File: config.mk
export PLATFORM = sky130hd
export DESIGN_NAME = fp_result_byte_tx
export DESIGN_NICKNAME = d
export VERILOG_FILES = /design/src/rtl/fp_result_byte_tx.sv
export SDC_FILE = /design/constraint.sdc
export NUM_CORES = 1
export LEC_CHECK = 0
export ABC_AREA = 1
export BUFFER_PORTS_ARGS = -buffer_cell sky130_fd_sc_hd__buf_2
export CAP_MARGIN = 20
export CORE_MARGIN = 2
export CORE_UTILIZATION = 57
export CTS_BUF_LIST = sky130_fd_sc_hd__clkbuf_8
export CTS_CLUSTER_SIZE = 20
export DETAILED_ROUTE_END_ITERATION = 16
export PLACE_DENSITY = 0.82
export SLEW_MARGIN = 25
export SYNTH_ARGS = -nofsm -noshare
export SYNTH_HDL_FRONTEND = slang
export SYNTH_SLANG_ARGS = --single-unit
File: constraint.sdc
create_clock -name clk -period 2.15 [get_ports clk]
set_input_delay 0.3225 -clock clk [delete_from_list [all_inputs] [get_ports clk]]
set_output_delay 0.3225 -clock clk [all_outputs]
set_load 0.03 [all_outputs]
File: src/rtl/fp_result_byte_tx.sv
// fp_result_byte_tx: serialises one DATA_W-bit ALU result plus its four status flags
// into a byte frame for the pin-limited output port.
// Frame: header {HDR_TAG, flags}, then the result bytes MSB first.
// The reader paces the frame with tx_ack.
// Build option: define TX_CHECKSUM_EN to append an XOR checksum byte to every frame.
//
// state  | meaning
// -------+-------------------------------------------------------------
// S_IDLE | waiting for a result; res_ready high
// S_HDR  | header byte presented
// S_DATA | result byte idx presented (MSB first)
// S_CSUM | checksum byte presented (TX_CHECKSUM_EN builds only)

module fp_result_byte_tx #(
  parameter int         DATA_W  = 32,
  parameter logic [3:0] HDR_TAG = 4'hA
) (
  input  logic              clk,
  input  logic              rst_n,
  input  logic              ena,
  input  logic              res_valid,
  input  logic [DATA_W-1:0] res_data,
  input  logic [3:0]        res_flags,
  output logic              res_ready,
  output logic [7:0]        tx_byte,
  output logic              tx_valid,
  input  logic              tx_ack,
  output logic              tx_last,
  output logic              tx_busy
);

  localparam int NBYTES = DATA_W / 8;
  localparam int IDX_W  = (NBYTES > 1) ? $clog2(NBYTES) : 1;
  localparam logic [IDX_W-1:0] IDX_LAST = IDX_W'(NBYTES - 1);

  typedef enum logic [1:0] {
    S_IDLE,
    S_HDR,
    S_DATA
`ifdef TX_CHECKSUM_EN
    , S_CSUM
`endif
  } state_t;

  state_t            state_q, state_d;
  logic [DATA_W-1:0] shreg_q, shreg_d;
  logic [IDX_W-1:0]  idx_q, idx_d;
  logic [7:0]        tx_byte_q, tx_byte_d;
  logic              tx_valid_q, tx_valid_d;
  logic              tx_last_q, tx_last_d;
  logic              tx_busy_q, tx_busy_d;
  logic              res_ready_q, res_ready_d;
`ifdef TX_CHECKSUM_EN
  logic [7:0]        csum_q, csum_d;
`endif

  logic              xfer;
  logic [DATA_W-1:0] shreg_shift;
  logic [IDX_W-1:0]  idx_inc;

  // Next-state and registered-output logic; everything holds while ena is low.
  always_comb begin
    state_d     = state_q;
    shreg_d     = shreg_q;
    idx_d       = idx_q;
    tx_byte_d   = tx_byte_q;
    tx_valid_d  = tx_valid_q;
    tx_last_d   = tx_last_q;
    tx_busy_d   = tx_busy_q;
    res_ready_d = res_ready_q;
`ifdef TX_CHECKSUM_EN
    csum_d      = csum_q;
`endif
    xfer        = tx_valid_q && tx_ack;
    shreg_shift = shreg_q << 8;
    idx_inc     = idx_q + 1'b1;

    if (ena) begin
      case (state_q)
        S_IDLE: begin
          if (res_valid && res_ready_q) begin
            shreg_d     = res_data;
            tx_byte_d   = {HDR_TAG, res_flags};
            tx_valid_d  = 1'b1;
            tx_last_d   = 1'b0;
            tx_busy_d   = 1'b1;
            res_ready_d = 1'b0;
            state_d     = S_HDR;
`ifdef TX_CHECKSUM_EN
            csum_d      = {HDR_TAG, res_flags};
`endif
          end
        end

        S_HDR: begin
          if (xfer) begin
            tx_byte_d = shreg_q[DATA_W-1 -: 8];
            idx_d     = '0;
            state_d   = S_DATA;
`ifdef TX_CHECKSUM_EN
            csum_d    = csum_q ^ shreg_q[DATA_W-1 -: 8];
`else
            tx_last_d = (NBYTES == 1);
`endif
          end
        end

        S_DATA: begin
          if (xfer) begin
            if (idx_q == IDX_LAST) begin
`ifdef TX_CHECKSUM_EN
              // csum_q already folds in every byte presented so far.
              tx_byte_d   = csum_q;
              tx_last_d   = 1'b1;
              state_d     = S_CSUM;
`else
              tx_valid_d  = 1'b0;
              tx_last_d   = 1'b0;
              tx_busy_d   = 1'b0;
              res_ready_d = 1'b1;
              state_d     = S_IDLE;
`endif
            end else begin
              shreg_d   = shreg_shift;
              tx_byte_d = shreg_shift[DATA_W-1 -: 8];
              idx_d     = idx_inc;
`ifdef TX_CHECKSUM_EN
              csum_d    = csum_q ^ shreg_shift[DATA_W-1 -: 8];
`else
              tx_last_d = (idx_inc == IDX_LAST);
`endif
            end
          end
        end

`ifdef TX_CHECKSUM_EN
        S_CSUM: begin
          if (xfer) begin
            tx_valid_d  = 1'b0;
            tx_last_d   = 1'b0;
            tx_busy_d   = 1'b0;
            res_ready_d = 1'b1;
            state_d     = S_IDLE;
          end
        end
`endif

        default: begin
          state_d = S_IDLE;
        end
      endcase
    end
  end

  // State and output registers with synchronous active-low reset.
  always_ff @(posedge clk) begin
    if (!rst_n) begin
      state_q     <= S_IDLE;
      shreg_q     <= '0;
      idx_q       <= '0;
      tx_byte_q   <= 8'h00;
      tx_valid_q  <= 1'b0;
      tx_last_q   <= 1'b0;
      tx_busy_q   <= 1'b0;
      res_ready_q <= 1'b1;
`ifdef TX_CHECKSUM_EN
      csum_q      <= 8'h00;
`endif
    end else begin
      state_q     <= state_d;
      shreg_q     <= shreg_d;
      idx_q       <= idx_d;
      tx_byte_q   <= tx_byte_d;
      tx_valid_q  <= tx_valid_d;
      tx_last_q   <= tx_last_d;
      tx_busy_q   <= tx_busy_d;
      res_ready_q <= res_ready_d;
`ifdef TX_CHECKSUM_EN
      csum_q      <= csum_d;
`endif
    end
  end

  assign res_ready = res_ready_q;
  assign tx_byte   = tx_byte_q;
  assign tx_valid  = tx_valid_q;
  assign tx_last   = tx_last_q;
  assign tx_busy   = tx_busy_q;

endmodule

==> out/qor.log, run 1 <==
[route] drt initial violations 131
[route] met3 WL post-DR 254 um
[place] count of port buffers added during placement 52
[finish] diode count 0
[clock_network] setup repair bufs after CTS 0
[clock_network] post-CTS resize count 0
[floorplanning] vertical die dimension 73.0 um
[power] IR drop worst, VDD 0.742 mV
[route] 1st-pass router iterations 4
[sta] post-layout minimum cycle time 1850 ps
[yosys] netlist area before placement 0.00271 mm2
[yosys] syn avg cell area 6.58 um2
[place] detailed placement HPWL 3900 um
[floorplanning] Die Outline Area 0.00533 mm2
[finish] layout overhead on the synthesized area 12.0%
[yosys] Seq cells post-synth 47
[setup_path] required time worst endpoint 2350 ps
[clock_network] clk sink count 47
[finish] Finished Core Util 65.2%
[clock_network] later-pin clock latency in the skew report 300 ps
[floorplanning] I/O pin cnt 53
[power] leakage component of the power 1.52 nW
[yosys] number of synthesis warnings 0
[sta] Worst Max-Slew Pin Slew 830 ps
[global_routing] via count of the first global-routing pass 2392
[sta] upper clock frequency limit 540 MHz
[place] GP Congestion 0.903
[route] met2 WL 2750 um
[clock_network] Max H-tree Level 2
[sta] RSZ-0062 raised after global routing no
[finish] Final nets 505
[yosys] number of enable-type register cells in the synthesized netlist 0
[yosys] cell types occupying the most area after synthesis sky130_fd_sc_hd__dfxtp_1 35%, sky130_fd_sc_hd__nand2_1 21%, sky130_fd_sc_hd__nor2_1 13%
[setup_path] worst reg2reg startpoint state_q[0]$_SDFFE_PN0P_
[sta] final setup violating endpoints 0
[finish] Fillers 422
[route] Antenna Violating Nets Remaining 0
[route] number of remaining DRC errors 0
[clock_network] number of buffers added to fix hold violations after cts 0
[yosys] number of distinct library cell variants in the gate-level netlist after synthesis 29
[sta] pins over their slew limit 0
[setup_path] worst path arrival time 2050 ps
[finish] layout cells sized above 1 17.0%
[setup_path] logic depth of the worst register-to-register path 10
[sta] share of the cycle needed by the critical path after routing 86.1%
[clock_network] TritonCTS clock tree done
[floorplanning] starting density of the core 58.2%
[route] WL per Instance 11.2 um
[yosys] cell with the most instances after synthesis sky130_fd_sc_hd__nand2_1
[route] highest metal layer with signal wires met4
[setup_path] category of the critical setup timing path flip-flop to flip-flop
[setup_path] type of origin of the critical path flip-flop
[clock_network] Max clock buf depth 2
[global_routing] GR Util All Layers 23.9%
[clock_network] CTS Buf Count 5
[floorplanning] Die Width 73.0 um
[route] metal1 wirelength 2540 um
[floorplanning] Site Rows 25
[worst_hold_path] Hold/Removal Path Class input port to flip-flop
[global_routing] number of antenna violations at the first check in global routing 0
[setup_path] crit path capture shreg_q[31]$_SDFFE_PN0P_
[yosys] Post-synth ARST share 0%
[global_routing] total overflow reported by the global router 0
[place] number of instances in the placed design 501
[power] power per cell area 1360 mW/mm2
[flow_run] Max Cap Viol 0
[setup_path] worst-case register-to-register setup slack 300 ps
[clock_network] clock-pin slew on the worst setup and hold paths 90 ps
[yosys] area share of the leading cell type in the synthesized netlist 34.7%
[route] aggregate routed wire length 5670 um
[sta] final-report hold violation count 0
[sta] clock skew after layout 7.06 ps
[floorplanning] core region area 0.00466 mm2
[route] vias after detailed routing 2527
[yosys] fraction of the yosys area taken by sequential cells 34.7%
[finish] final design area excluding fillers 0.00304 mm2
[setup_path] worst-path fanout max 27
[global_routing] largest net degree at the start of global routing 48
[setup_path] destination of the worst register-to-register timing path shreg_q[31]$_SDFFE_PN0P_
[sta] Max-Slew Margin vs Limit 44.7%
[yosys] net count after synthesis 463
[finish] Multi-input gate area 0.00149 mm2
[yosys] most numerous cell types in the synthesized netlist 154 x sky130_fd_sc_hd__nand2_1, 92 x sky130_fd_sc_hd__nor2_1, 47 x sky130_fd_sc_hd__dfxtp_1
[yosys] Synth Instances 412
[finish] non-filler instance count after layout 508
[place] post-placement cell area 0.00293 mm2
[yosys] cell type with the highest aggregate area in the netlist sky130_fd_sc_hd__dfxtp_1
[clock_network] clk root buf sky130_fd_sc_hd__clkbuf_8
[finish] area taken by flip-flops and latches 941 um2
[run_status] outcome complete, no violations
[route] Vias/cell 4.97
[setup_path] CP endpoint kind flip-flop
[setup_path] timing startpoint of the critical path state_q[0]$_SDFFE_PN0P_
[yosys] main flop type after synthesis sky130_fd_sc_hd__dfxtp_1
[global_routing] global-route wire length before repair 10100 um
[sta] sum of negative setup slack 0 ps
## cell type report
class	instances	share of cell area [%]
Inverter	28	3.54
Multi-Input combinational cell	315	49.2
Clock buffer	5	2.26
Clock inverter	2	1.24
Timing Repair Buffer	57	10.6
Tap cell	54	2.22
Sequential cell	47	31.0
## placed cells by master (no fill, tap or decap), drive strengths merged, types with 2 or more instances in the layout
cell    synthesis  routed
o21ai           7       7
nor2           95      95
nor3b           2       2
buf            18      57
nand4           2       2
o211ai          2       2
a21oi           4       4
o21a            3       3
dfxtp          47      47
ha             10      10
a21boi         23      23
nand2         159     159
inv            27      28
clkbuf          4       5
nand3           7       7
## where the power goes
part           leakage, nW  switching, W  internal (W)
logic                 1.08       0.00136      0.000740
registers            0.387      0.000193       0.00121
clock network       0.0502      0.000300      0.000340
## sequential cells by signal, indices dropped and copies added (netlist names)
signal / count
idx_q: 2
res_ready: 1
shreg_q: 32
state_q: 2
tx_busy: 1
tx_byte: 8
tx_last: 1
## critical path, cell delays in order, from the launching register on
cell and delay [ps]:
sky130_fd_sc_hd__dfxtp_1 360, sky130_fd_sc_hd__inv_1 150, sky130_fd_sc_hd__ha_2 330, sky130_fd_sc_hd__inv_2 70, sky130_fd_sc_hd__nand2_2 100, sky130_fd_sc_hd__nand3_4 110, sky130_fd_sc_hd__nor2_8 230, sky130_fd_sc_hd__buf_12 200
sky130_fd_sc_hd__nand2_1 70, sky130_fd_sc_hd__nand2_1 70, sky130_fd_sc_hd__nor2_1 50
## routing by layer
layer / up-vias / track usage (%)
met5: - / 0
met4: 0 / 8.85
met3: 12 / 4.28
met2: 69 / 42.1
met1: 1114 / 28.7
li1: 1332 / -
## cell families (layout without fill, tap and decap cells)
logic type,Yosys count,in the layout,share of synthesized area [%]
buf+inv,50,92,10.3
flops,47,47,34.7
simple gates,266,266,40.6
compound gates,39,39,9.78
fa+ha+maj,10,10,4.61
## through the flow
| step | setup WS [ps] | power, W | hold WS [ps] |
|---|---|---|---|
| 5_1_grt | 102 | 0.00453 | 359 |
| 2_1_floorplan | 564 | 0.00317 | 453 |
| 6_report | 298 | 0.00414 | 322 |
| 4_1_cts | 186 | 0.00415 | 321 |
| 3_5_place_dp | 211 | 0.00350 | 472 |
| 3_3_place_gp | 222 | 0.00344 | 462 |
## worst min-delay path by stage
stage | start | end | slack, ps | cells after the start
after floorplan | shreg_q[10]$_SDFFE_PN0P_ | shreg_q[10]$_SDFFE_PN0P_ | 450 | 2
after global placement | shreg_q[27]$_SDFFE_PN0P_ | shreg_q[27]$_SDFFE_PN0P_ | 460 | 2
after detailed placement | shreg_q[12]$_SDFFE_PN0P_ | shreg_q[12]$_SDFFE_PN0P_ | 470 | 2
after CTS | res_data[4] | shreg_q[4]$_SDFFE_PN0P_ | 320 | 5
after global routing | res_data[7] | shreg_q[7]$_SDFFE_PN0P_ | 360 | 5
final | res_data[7] | shreg_q[7]$_SDFFE_PN0P_ | 320 | 5
No activity file was read; power rests on OpenSTA's default activity.
==> run 2: changes to the inputs <==
--- a/config.mk
+++ b/config.mk
@@ -14,6 +14,7 @@
 export CTS_CLUSTER_SIZE = 20
 export DETAILED_ROUTE_END_ITERATION = 16
 export PLACE_DENSITY = 0.82
+export REMOVE_ABC_BUFFERS = 1
 export SLEW_MARGIN = 25
 export SYNTH_ARGS = -nofsm -noshare
 export SYNTH_HDL_FRONTEND = slang
==> run 2 against run 1 <==
Effect of this change: sequential share of layout area decreased by 0.19 points; first-iteration DRC count increased by 1.5%; register-to-register slack got worse by 20 ps; largest cell class unchanged; final cell count increased by 0.39%; routed wire length decreased by 6.7%; die area unchanged; worst setup slack got worse by 24 ps; via count decreased by 3.0%; critical path type unchanged.
==> out/qor.log, run 2 (synthesis gave the netlist of run 1 again) <==
[clock_network] post-CTS resize count 0 [unchanged]
[power] part of the power in registers 33.3% [-0.6 points]
[clock_network] clock-pin slew on the worst setup and hold paths 90 ps [about the same]
[worst_hold_path] Hold/Removal Path Class input port to flip-flop
[floorplanning] starting density of the core 58.2% [unchanged]
[power] Clock Power Share 17.0% [+1.5 points]
[route] Antenna Violating Nets Remaining 0 [unchanged]
[setup_path] required time worst endpoint 2370 ps [+20 ps]
[clock_network] CTS Buf Count 5 [unchanged]
[sta] post-layout minimum cycle time 1880 ps [+24.5 ps]
[setup_path] category of the critical setup timing path flip-flop to flip-flop
[power] cell-internal power 0.00233 W [+1.7%]
[sta] clock skew after layout 4.71 ps [-2.35 ps]
[floorplanning] Site Rows 25 [unchanged]
[clock_network] clk sink count 47 [unchanged]
[clock_network] number of buffers added to fix hold violations after cts 0 [unchanged]
[setup_path] timing startpoint of the critical path state_q[0]$_SDFFE_PN0P_
[floorplanning] vertical die dimension 73.0 um [unchanged]
[finish] layout overhead on the synthesized area 12.7%
[finish] Fillers 413 [-2.1%]
[finish] diode count 0 [unchanged]
[global_routing] most congested layer reported by global routing met2
[finish] non-filler instance count after layout 510 [+0.39%]
[global_routing] met3 track demand over resource 4.14% [-0.14 points]
[global_routing] met1 GRT Util 27.8% [-0.87 points]
[setup_path] type of origin of the critical path flip-flop
[clock_network] setup repair bufs after CTS 0 [unchanged]
[global_routing] GR Util All Layers 21.9% [-2.0 points]
[global_routing] met2 layer usage reported by global route 36.1% [-6.0 points]
[finish] register bank with the most flops shreg_q
[power] switching power total 0.00184 W [-0.40%]
[sta] final-report hold violation count 0 [unchanged]
[place] count of port buffers added during placement 52 [unchanged]
[setup_path] worst-path fanout max 37 [+37%]
[sta] Max-Slew Margin vs Limit 67.9% [+23 points]
[route] 1st-pass router iterations 4 [unchanged]
[setup_path] worst reg2reg startpoint state_q[0]$_SDFFE_PN0P_
[route] number of remaining DRC errors 0 [unchanged]
[sta] RSZ-0062 raised after global routing no
[route] vias after detailed routing 2451 [-3.0%]
[finish] Largest register FFs 32 [unchanged]
[clock_network] later-pin clock latency in the skew report 310 ps [about the same]
[place] detailed placement HPWL 3570 um [-8.5%]
[sta] Worst Max-Slew Pin Slew 482 ps [-348 ps]
[place] GP Congestion 0.882 [-2.3%]
[sta] upper clock frequency limit 533 MHz [-1.3%]
[finish] Final nets 506 [+0.20%]
[power] IR drop worst, VDD 0.741 mV [about the same]
[route] drt initial violations 133 [+1.5%]
[power] leakage component of the power 1.53 nW [+1.1%]
[floorplanning] Die Width 73.0 um [unchanged]
[place] number of instances in the placed design 502 [+0.20%]
[global_routing] via count of the first global-routing pass 2151 [-10%]
[sta] share of the cycle needed by the critical path after routing 87.3% [+1.1 points]
[clock_network] TritonCTS clock tree done
[floorplanning] core region area 0.00466 mm2 [unchanged]
[sta] pins over their slew limit 0 [unchanged]
[finish] layout cells sized above 1 17.1% [+0.14 points]
[sta] final setup violating endpoints 0 [unchanged]
[finish] final design area excluding fillers 0.00306 mm2 [+0.62%]
[route] WL per Instance 10.4 um [-7.0%]
[global_routing] largest net degree at the start of global routing 48 [unchanged]
[power] power per cell area 1360 mW/mm2 [+0.15%]
[global_routing] number of antenna violations at the first check in global routing 0 [unchanged]
[finish] commonest non-fill, non-tap cell in the layout sky130_fd_sc_hd__nand2_1
[sta] sum of negative setup slack 0 ps [unchanged]
[setup_path] worst path arrival time 2090 ps [+40 ps]
[clock_network] clk root buf sky130_fd_sc_hd__clkbuf_8
[clock_network] Max clock buf depth 2 [unchanged]
[power] Comb power frac 49.7% [-1.0 points]
[power] switching fraction of total power 44.2% [-0.52 points]
[run_status] outcome complete, no violations
[floorplanning] Die Outline Area 0.00533 mm2 [unchanged]
[route] aggregate routed wire length 5290 um [-6.7%]
[flow_run] Max Cap Viol 0 [unchanged]
[global_routing] total overflow reported by the global router 0 [unchanged]
[route] Vias/cell 4.81 [-3.4%]
[setup_path] CP endpoint kind flip-flop
[clock_network] Max H-tree Level 2 [unchanged]
[worst_hold_path] hold path start res_data[6]
[global_routing] global-route wire length before repair 9120 um [-9.8%]
[place] post-placement cell area 0.00294 mm2 [+0.26%]
[floorplanning] I/O pin cnt 53 [unchanged]
[finish] commonest cells after routing, fill and taps aside 154 x sky130_fd_sc_hd__nand2_1, 92 x sky130_fd_sc_hd__nor2_1, 52 x sky130_fd_sc_hd__buf_2
[run 2: worst paths after layout]
check                                                end  slack (ps)  depth (start not counted)
worst max register to register  shreg_q[25]$_SDFFE_PN0P_         270                         10
worst max-delay path            shreg_q[25]$_SDFFE_PN0P_         270                         10
worst min-delay path             shreg_q[6]$_SDFFE_PN0P_         310                          5
worst min register to register   tx_byte[4]$_SDFFE_PN0P_         480                          2
[run 2: final cells by class]
class / instances / area (um2) / share of cell area, %
Multi-Input combinational cell: 315 / 1490 / 48.8
Sequential cell: 47 / 941 / 30.8
Timing Repair Buffer: 58 / 330 / 10.8
Inverter: 28 / 106 / 3.48
Clock buffer: 6 / 82.6 / 2.70
Tap cell: 54 / 67.6 / 2.21
Clock inverter: 2 / 38.8 / 1.27
[run 2: stage by stage]
stage	util, %	setup WS (ps)	total power, W	hold WS (ps)
final	65.6	274	0.00417	308
after global placement	63.0	353	0.00343	459
after detailed placement	63.0	302	0.00348	465
after floorplan	-	118	0.00293	407
after CTS	65.6	271	0.00420	306
after global routing	65.6	82.8	0.00455	335
[run 2: power by group through the flow]
stage                     clock network (W)  logic, W  registers, W
after floorplan                           0   0.00138       0.00155
after global placement                    0   0.00203       0.00139
after detailed placement                  0   0.00207       0.00141
after CTS                          0.000722   0.00208       0.00139
after global routing               0.000755   0.00235       0.00144
final                              0.000710   0.00207       0.00139
[run 2: critical path: stages (launching register included)]
cell                      delay (ps)
sky130_fd_sc_hd__dfxtp_1         360
sky130_fd_sc_hd__inv_1           140
sky130_fd_sc_hd__ha_1            440
sky130_fd_sc_hd__inv_2            80
sky130_fd_sc_hd__nand2_2         110
sky130_fd_sc_hd__nand3_4         120
sky130_fd_sc_hd__nor2_8          140
sky130_fd_sc_hd__buf_12          200
sky130_fd_sc_hd__nand2_1          70
sky130_fd_sc_hd__nand2_1          70
sky130_fd_sc_hd__nor2_1           50
[run 2: routing by layer]
metal  share of wire (%)  wire length [um]
met1                  47              2510
met2                  46              2420
met3                 5.0               265
met4                 1.8                97
met5                   0                 0
==> run 3: changes to the inputs <==
--- a/config.mk
+++ b/config.mk
@@ -9,11 +9,11 @@
 export BUFFER_PORTS_ARGS = -buffer_cell sky130_fd_sc_hd__buf_2
 export CAP_MARGIN = 20
 export CORE_MARGIN = 2
-export CORE_UTILIZATION = 57
+export CORE_UTILIZATION = 62
 export CTS_BUF_LIST = sky130_fd_sc_hd__clkbuf_8
 export CTS_CLUSTER_SIZE = 20
 export DETAILED_ROUTE_END_ITERATION = 16
-export PLACE_DENSITY = 0.82
+export PLACE_DENSITY = 0.88
 export REMOVE_ABC_BUFFERS = 1
 export SLEW_MARGIN = 25
 export SYNTH_ARGS = -nofsm -noshare
==> constraint.sdc (replaced) <==
create_clock -name clk -period 2.2 [get_ports clk]
set_input_delay 0.33 -clock clk [delete_from_list [all_inputs] [get_ports clk]]
set_output_delay 0.33 -clock clk [all_outputs]
set_load 0.03 [all_outputs]
==> run 3 against run 2 <==
Effect of this change: core utilization up 4.4 points; clock skew is 0.99 ps higher; routed wire length down 0.11%; cell area shrank 1.7%; first-iteration DRC count fell by 5.3%; sequential share of layout area up 0.52 points; combinational power down 3%; clock power decreased by 28%; global-route usage increased by 1.2 points; critical path depth is the same; critical path type unchanged.
==> out/qor.log, run 3 (synthesis gave the netlist of run 1 again) <==
[finish] diode count 0 [unchanged]
[sta] final-report hold violation count 0 [unchanged]
[floorplanning] vertical die dimension 70.1 um [-3.9%]
[finish] commonest cells after routing, fill and taps aside 154 x sky130_fd_sc_hd__nand2_1, 92 x sky130_fd_sc_hd__nor2_1, 52 x sky130_fd_sc_hd__buf_2
[setup_path] category of the critical setup timing path flip-flop to flip-flop
[clock_network] Max H-tree Level 2 [unchanged]
[setup_path] destination of the worst register-to-register timing path shreg_q[26]$_SDFFE_PN0P_
[clock_network] CTS Buf Count 5 [unchanged]
[route] drt initial violations 126 [-5.3%]
[setup_path] required time worst endpoint 2400 ps [+30 ps]
[finish] Final nets 504 [-0.40%]
[place] count of port buffers added during placement 52 [unchanged]
[place] GP Congestion 0.918 [+4.0%]
[sta] RSZ-0062 raised after global routing no
[route] aggregate routed wire length 5280 um [-0.11%]
[setup_path] logic depth of the worst register-to-register path 10 [unchanged]
[clock_network] setup repair bufs after CTS 0 [unchanged]
[setup_path] path length in cells of the critical path 10 [unchanged]
[setup_path] timing startpoint of the critical path state_q[0]$_SDFFE_PN0P_
[setup_path] count of buffer and inverter cells on the critical path 3 [unchanged]
[clock_network] clock-pin slew on the worst setup and hold paths 90 ps [about the same]
[route] vias after detailed routing 2456 [+0.20%]
[clock_network] clk sink count 47 [unchanged]
[setup_path] type of origin of the critical path flip-flop
[route] met3 WL post-DR 247 um [-6.8%]
[setup_path] worst-path fanout max 23 [-38%]
[finish] Finished Core Util 70.0% [+4.4 points]
[setup_path] worst-path cell with the longest stage delay sky130_fd_sc_hd__ha_2
[sta] pins over their slew limit 0 [unchanged]
[floorplanning] Die Outline Area 0.00492 mm2 [-7.6%]
[worst_hold_path] Hold/Removal Path Class input port to flip-flop
[finish] Largest register FFs 32 [unchanged]
[run_status] outcome complete, no violations
[power] power per cell area 1290 mW/mm2 [-5.4%]
[route] number of remaining DRC errors 0 [unchanged]
[floorplanning] starting density of the core 63.2% [+5.0 points]
[sta] final setup violating endpoints 0 [unchanged]
[flow_run] Max Cap Viol 0 [unchanged]
[setup_path] CP endpoint kind flip-flop
[setup_path] family with the most delay on the worst path simple AND/OR/NAND/NOR gates
[global_routing] total overflow reported by the global router 0 [unchanged]
[global_routing] GR Util All Layers 23.1% [+1.2 points]
[sta] share of the cycle needed by the critical path after routing 86.9% [-0.36 points]
[sta] clock skew after layout 5.70 ps [+0.986 ps]
[global_routing] largest net degree at the start of global routing 48 [unchanged]
[global_routing] global-route wire length before repair 9370 um [+2.7%]
[floorplanning] I/O pin cnt 53 [unchanged]
[power] IR drop worst, VDD 0.759 mV [+2.5%]
[route] Vias/cell 4.85 [+1.0%]
[sta] Worst Max-Slew Pin Slew 484 ps [+2.50 ps]
[floorplanning] Die Width 70.1 um [-3.9%]
[finish] layout overhead on the synthesized area 10.8%
[global_routing] via count of the first global-routing pass 2358 [+9.6%]
[finish] non-filler instance count after layout 506 [-0.78%]
[setup_path] worst-case register-to-register setup slack 290 ps [about the same]
[route] highest metal layer with signal wires met4
[finish] commonest non-fill, non-tap cell in the layout sky130_fd_sc_hd__nand2_1
[clock_network] Max clock buf depth 2 [unchanged]
[setup_path] delay of the slowest critical-path stage 400 ps [-40 ps]
[sta] post-layout minimum cycle time 1910 ps [+35.8 ps]
[setup_path] worst path arrival time 2110 ps [+20 ps]
[finish] layout cells sized above 1 16.7% [-0.37 points]
[route] 1st-pass router iterations 4 [unchanged]
[sta] sum of negative setup slack 0 ps [unchanged]
[setup_path] crit path capture shreg_q[26]$_SDFFE_PN0P_
[clock_network] TritonCTS clock tree done
[floorplanning] core region area 0.00429 mm2 [-7.9%]
[route] metal1 wirelength 2370 um [-5.5%]
[sta] Max-Slew Margin vs Limit 67.7% [-0.17 points]
[floorplanning] Site Rows 24 [-4.0%]
[place] detailed placement HPWL 3610 um [+1.3%]
[setup_path] most frequent cell on the critical path sky130_fd_sc_hd__nand2_1
[sta] upper clock frequency limit 523 MHz [-1.9%]
[route] Antenna Violating Nets Remaining 0 [unchanged]
[clock_network] clk root buf sky130_fd_sc_hd__clkbuf_8
[finish] register bank with the most flops shreg_q
[clock_network] later-pin clock latency in the skew report 300 ps [about the same]
[global_routing] number of antenna violations at the first check in global routing 0 [unchanged]
[route] WL per Instance 10.4 um [+0.68%]
[setup_path] cells along the critical path inv_1 -> ha_2 -> inv_2 -> nand2_2 -> nand3_4 -> nor2_8 -> buf_12 -> nand2_1 -> nand2_1 -> nor2_1
[power] leakage component of the power 1.51 nW [-1.9%]
[sta] slack of the critical path 288 ps [+14.2 ps]
[place] Setup WS pre-CTS 156 ps [-146 ps]
[clock_network] number of buffers added to fix hold violations after cts 0 [unchanged]
[setup_path] worst reg2reg startpoint state_q[0]$_SDFFE_PN0P_
[place] number of instances in the placed design 498 [-0.80%]
[route] met2 WL 2570 um [+6.4%]
[run 3: timing repair]
item / CTS / global route
hold endpoints to repair: 0 / 0
gates resized for setup: 0 / 1
setup endpoints to repair: 0 / 23
[run 3: power breakdown]
group	switching [W]	internal, W	total (W)
Clock	0.000292	0.000218	0.000510
Combinational	0.00129	0.000707	0.00200
Sequential	0.000188	0.00118	0.00137
Total	0.00177	0.00211	0.00388
[run 3: final cells by class]
cell class / instances / area, um2
clock buffers: 5 / 68.8
flip-flops and latches: 47 / 941
repair buffers: 56 / 315
inverters: 28 / 106
fillers: 379 / 1290
well taps: 52 / 65.1
multi-input cells: 315 / 1490
clock inverters: 3 / 16.3
[run 3: per-layer routing]
layer	vias up	track usage (%)
li1	1330	-
met5	-	0
met2	54	41.4
met3	10	5.48
met4	0	8.55
met1	1062	26.5
[run 3: metrics by stage]
stage | hold WS, ps | total power, W | area [um2]
2_1_floorplan | 415 | 0.00286 | 2540
3_3_place_gp | 461 | 0.00333 | 2920
3_5_place_dp | 471 | 0.00338 | 2920
4_1_cts | 335 | 0.00389 | 3000
5_1_grt | 366 | 0.00426 | 3010
6_report | 339 | 0.00388 | 3010
[run 3: worst min-delay path, stage by stage]
cell	delay, ps
sky130_fd_sc_hd__buf_2	90
sky130_fd_sc_hd__nand2_1	50
sky130_fd_sc_hd__nand2_1	50
sky130_fd_sc_hd__nand2_1	50
sky130_fd_sc_hd__nor2_1	30
[run 3: how the worst min path moves through the flow]
stage                                  start                       end  slack [ps]  cells after the start
floorplan                              rst_n    res_ready$_SDFFE_PN1P_         410                      1
global placement    shreg_q[24]$_SDFFE_PN0P_  shreg_q[24]$_SDFFE_PN0P_         460                      2
detailed placement   shreg_q[6]$_SDFFE_PN0P_   shreg_q[6]$_SDFFE_PN0P_         470                      2
global route                     res_data[6]   shreg_q[6]$_SDFFE_PN0P_         370                      5
CTS                              res_data[7]   shreg_q[7]$_SDFFE_PN0P_         330                      5
finish                           res_data[7]   shreg_q[7]$_SDFFE_PN0P_         340                      5
